**src/rtl/reg_file32.sv**
```systemverilog
// -----------------------------------------------------------------------------
// reg_file32
//
// General-purpose register file for the 32-bit datapath. It provides two
// combinational read ports that drive the ALU operands, one synchronous write
// port for the ALU/memory result, and a 3-bit status register (V, N, Z) that is
// loaded from the ALU flag outputs for branch decisions.
//
// There is no valid/ready handshake on this block. Every control input is a
// plain per-cycle enable: reg_write and flag_write are sampled at each rising
// edge, and the read ports are purely combinational with no flow control.
//
// Ports:
//   clk         in   rising-edge clock for all state
//   reset       in   synchronous, active-high; clears registers and flags
//   read_reg1   in   index for read port 1 (ALU op1)
//   read_reg2   in   index for read port 2 (ALU op2)
//   read_data1  out  combinational read data, port 1
//   read_data2  out  combinational read data, port 2
//   write_reg   in   destination index
//   write_data  in   value to write
//   reg_write   in   register write enable
//   flag_write  in   status register load enable
//   v_in        in   overflow flag from the ALU
//   n_in        in   negative flag from the ALU
//   z_in        in   zero flag from the ALU
//   v_flag      out  registered overflow flag
//   n_flag      out  registered negative flag
//   z_flag      out  registered zero flag
// -----------------------------------------------------------------------------
module reg_file32 #(
    parameter int DATA_WIDTH = 32,
    parameter int ADDR_WIDTH = 5,
    parameter int BYPASS     = 1
) (
    input  logic                  clk,
    input  logic                  reset,
    input  logic [ADDR_WIDTH-1:0] read_reg1,
    input  logic [ADDR_WIDTH-1:0] read_reg2,
    output logic [DATA_WIDTH-1:0] read_data1,
    output logic [DATA_WIDTH-1:0] read_data2,
    input  logic [ADDR_WIDTH-1:0] write_reg,
    input  logic [DATA_WIDTH-1:0] write_data,
    input  logic                  reg_write,
    input  logic                  flag_write,
    input  logic                  v_in,
    input  logic                  n_in,
    input  logic                  z_in,
    output logic                  v_flag,
    output logic                  n_flag,
    output logic                  z_flag
);

    localparam int NUM_REGS = 2 ** ADDR_WIDTH;

    logic [DATA_WIDTH-1:0] regs [NUM_REGS];

    // A write is only real when the destination is not the hardwired zero
    // register; this same qualifier gates both storage and forwarding.
    logic write_hit;
    assign write_hit = reg_write && (write_reg != '0);

    // Storage array. Entry 0 is cleared by reset and never written, but the
    // read path forces zero for index 0 anyway so its contents never matter.
    always_ff @(posedge clk) begin
        if (reset) begin
            for (int i = 0; i < NUM_REGS; i++) begin
                regs[i] <= '0;
            end
        end else if (write_hit) begin
            regs[write_reg] <= write_data;
        end
    end

    // Status register. Flags are never forwarded; the outputs always show the
    // value captured at the last load.
    always_ff @(posedge clk) begin
        if (reset) begin
            v_flag <= 1'b0;
            n_flag <= 1'b0;
            z_flag <= 1'b0;
        end else if (flag_write) begin
            v_flag <= v_in;
            n_flag <= n_in;
            z_flag <= z_in;
        end
    end

    // Forwarding is disabled while reset is asserted: the write in that cycle
    // is dropped, so returning write_data would expose a value never stored.
    logic bypass_en;
    assign bypass_en = (BYPASS != 0) && !reset && write_hit;

    always_comb begin
        read_data1 = regs[read_reg1];
        if (read_reg1 == '0) begin
            read_data1 = '0;
        end else if (bypass_en && (write_reg == read_reg1)) begin
            read_data1 = write_data;
        end
    end

    always_comb begin
        read_data2 = regs[read_reg2];
        if (read_reg2 == '0) begin
            read_data2 = '0;
        end else if (bypass_en && (write_reg == read_reg2)) begin
            read_data2 = write_data;
        end
    end

endmodule
```
**config.mk**
```make
export PLATFORM = sky130hd
export DESIGN_NAME = reg_file32
export DESIGN_NICKNAME = d
export VERILOG_FILES = /design/src/rtl/reg_file32.sv
export SDC_FILE = /design/constraint.sdc
export NUM_CORES = 2
export LEC_CHECK = 0
export CAP_MARGIN = 15
export CELL_PAD_IN_SITES_DETAIL_PLACEMENT = 1
export CELL_PAD_IN_SITES_GLOBAL_PLACEMENT = 1
export CORE_ASPECT_RATIO = 0.8
export CORE_MARGIN = 2
export CORE_UTILIZATION = 55
export DETAILED_ROUTE_END_ITERATION = 10
export DONT_BUFFER_PORTS = 1
export PLACE_DENSITY_LB_ADDON = 0.25
export SYNTH_ARGS = -nofsm -noshare
export SYNTH_HDL_FRONTEND = slang
export SYNTH_SLANG_ARGS = --single-unit
```
**constraint.sdc**
```tcl
create_clock -name clk -period 2.8 [get_ports clk]
set_input_delay 0.28 -clock clk [delete_from_list [all_inputs] [get_ports clk]]
set_output_delay 0.28 -clock clk [all_outputs]
set_load 0.02 [all_outputs]
```
==> impl_metrics.yaml <==
synthesis:
  synthTopCellsByArea: "edfxtp_1 55%, mux4_2 18%, and2_1 11%"
  synthArstFlopShare: 0
  synth_top_area_share: 0.555
  synth-edff-count: 1024
  syn_area_per_cell_um2: 14.6
  synth_flop_cell: "edfxtp_1"
  ys_ff_latch: 1027
  ys_types: 48
  syn_area_um2: 55400
  ys_seq_area_frac: 0.556
  yosysWarnings: 0
  syn_inst: 3797
  synth_top_cell_by_area: "edfxtp_1"
global_routing:
  grt_max_degree: 355
  antenna_found_initial: 10
  grt_pass1_vias: 40700
  grtUsageTotal: 0.391
  overflow: 0
  grt_pass1_wl_um: 289000
die:
  die_y_um: 288
  die_width_um: 359
  core-area_um2: 100000
  die_area_um2: 103000
  ios: 121
  start_util: 0.553
  rows: 104
clock_tree:
  clk_latency_ps: 740
  cts_tree: "yes"
  cts.sinks: 1027
  cts_root_buf: "clkbuf_16"
  cts_buffers: 108
  htreeDepth: 3
  cts_buffer_depth: 3
  clk_pin_slew_ps: 70
setup_path:
  startpoint_type: "input pin"
  reg2reg_to: "n_flag"
  critPathRequiredTime_ps: 2520
  r2r_start: "n_flag"
  cp_max_fo: 259
  worstSetupEndpointType: "output port"
  r2r_setup_slack_ps: 980
  critical_path_arrival_ps: 3400
  critPathKind: "input pin to output port"
  reg2reg_depth: 4
finish:
  layout_commonest_cell: "edfxtp_1"
  drive_gt1_frac: 0.322
  final_nets: 3895
  n_fill_cell: 8855
  multi_input_area_um2: 25200
  final_area_um2: 64300
  area_growth_pct: 16.0
  ff_latch_area_um2: 30800
  layout_common_cells: "1024 x edfxtp_1, 961 x and2_1, 446 x mux4_2"
sta:
  final.setup_skew_ps: 0
  holdWs_ps: 45.6
  maxSlewViolCount: 179
  fin_crit_sh: 1.31
  max_slew.worst_pin.slew_ps: 2080
  fin_crit_ps: 3680
  rsz0062_at_grt: "yes"
  finalSetupViolations: 51
  hold_violations: 0
  fmax_mhz: 272
  slew_headroom: -0.390
  setup_slack_ps: -876
power:
  clockPowerShare: 0.384
  power_frac_seq: 0.482
  power_switching_mw: 9.60
  p_leak_nw: 22.0
  intPower_mw: 28.3
  combPwrFrac: 0.134
  p_total_mw: 37.9
  power.density_nw_per_um2: 590
  irDropWorstVdd_uv: 603
  p_sw_frac: 0.253
drt:
  vias_per_cell: 7.25
  wl_per_cell_um: 38.4
  dr.pass1.iters: 6
  wl_um: 202000
  drc: 0
  initialDrtViolationCount: 5733
  drt.antenna.violating_nets: 0
  via_count: 38100
placed_design:
  dpl_cell_area_um2: 57600
  dpl.hpwl_um: 112000
  gp_congestion: 0.836
  io_buffers: 0
  place_ws_ps: -121
worst_hold_path:
  min_to: "regs[25][16]"
  worstHoldStart: "reset"
  hp-class: "input pin to flip-flop"
  min_delay_path_depth: 2
outcome:
  violations: "slew limit, setup timing"
  status: "complete, but fails checks"
flow_run:
  max-cap-violations: 0
==> power by group through the flow <==
stage,Combinational (mW),Clock (mW),Sequential [mW]
final,5.08,14.6,18.3
after global routing,5.17,15.2,18.3
after CTS,4.72,14.6,18.2
after detailed placement,3.93,0,18.5
after global placement,3.83,0,18.4
after floorplan,3.03,0,18.3
==> per-stage QoR <==
stage	TNS (ps)	std cells	util
CTS	-2720	5237	0.633
global route	-4950	5259	0.641
detailed placement	-143	4969	0.575
global placement	-97.6	4969	0.575
floorplan	0	3828	-
finish	-21420	5261	0.641
==> layout make-up <==
cell class                      count  area share
Antenna cell                        4    0.000156
Clock buffer                      125      0.0434
Clock inverter                     76      0.0106
Inverter                            1   0.0000584
Multi-Input combinational cell   2373       0.392
Sequential cell                  1027       0.479
Tap cell                         1325      0.0258
Timing Repair Buffer              330      0.0485
==> per-layer routing <==
metal	track usage	wire length (µm)	share of wire
met5	0	0	0
met3	0.0901	22400	0.11
met4	0.224	12000	0.060
met1	0.500	71200	0.35
met2	0.622	96400	0.48
==> flip-flops by register name (all words and copies together) (netlist names) <==
signal / cells
regs: 1024
n_flag: 1
v_flag: 1
z_flag: 1
==> cell families (layout without fill, tap and decap cells) <==
family,after synthesis,in the layout,share of synthesized area
simple gates,1300,1300,0.140
buf+inv,428,532,0.0350
flops,1027,1027,0.556
compound gates,384,384,0.0493
xor+xnor,10,10,0.00158
other cells,1,36,0.0000677
mux,647,647,0.218
==> worst max-delay path, stage by stage <==
cell,delay [ps]
mux4_2,1200
a22oi_1,160
o31ai_1,110
buf_4,180
a31oi_4,260
a21oi_2,100
buf_6,140
==> cells in the mapped netlist, types with 31 or more instances <==
cell,number
edfxtp_1,1024
nor3_1,97
a21oi_1,31
and2_1,961
a211oi_1,64
mux4_2,446
mux2i_1,167
o22a_1,31
a22oi_1,93
nor2_1,102
a31oi_1,31
o21ai_0,33
o22ai_1,31
o41ai_1,32
buf_2,86
nor2b_1,66
or2_2,31
o31ai_1,31
clkbuf_1,285
mux2_2,34
==> how the worst max path moves through the flow <==
stage / slack (ps) / start / end
after floorplan: 440 / write_reg[3] / read_data1[10]
after global placement: -70 / read_reg1[0] / read_data1[0]
after detailed placement: -120 / read_reg1[0] / read_data1[0]
after CTS: -240 / regs[26][29] / read_data2[29]
after global routing: -230 / regs[11][1] / read_data2[1]
final: -880 / read_reg2[0] / read_data2[1]
==> repair_timing <==
item                        CTS  global route
gates resized for setup     307           111
setup endpoints to repair    64            63
pin swaps                   146            54
buffers inserted             44            19
hold endpoints to repair   1002             0
hold buffers                 43             0
Note: power is estimated with default switching activity, not from simulation.
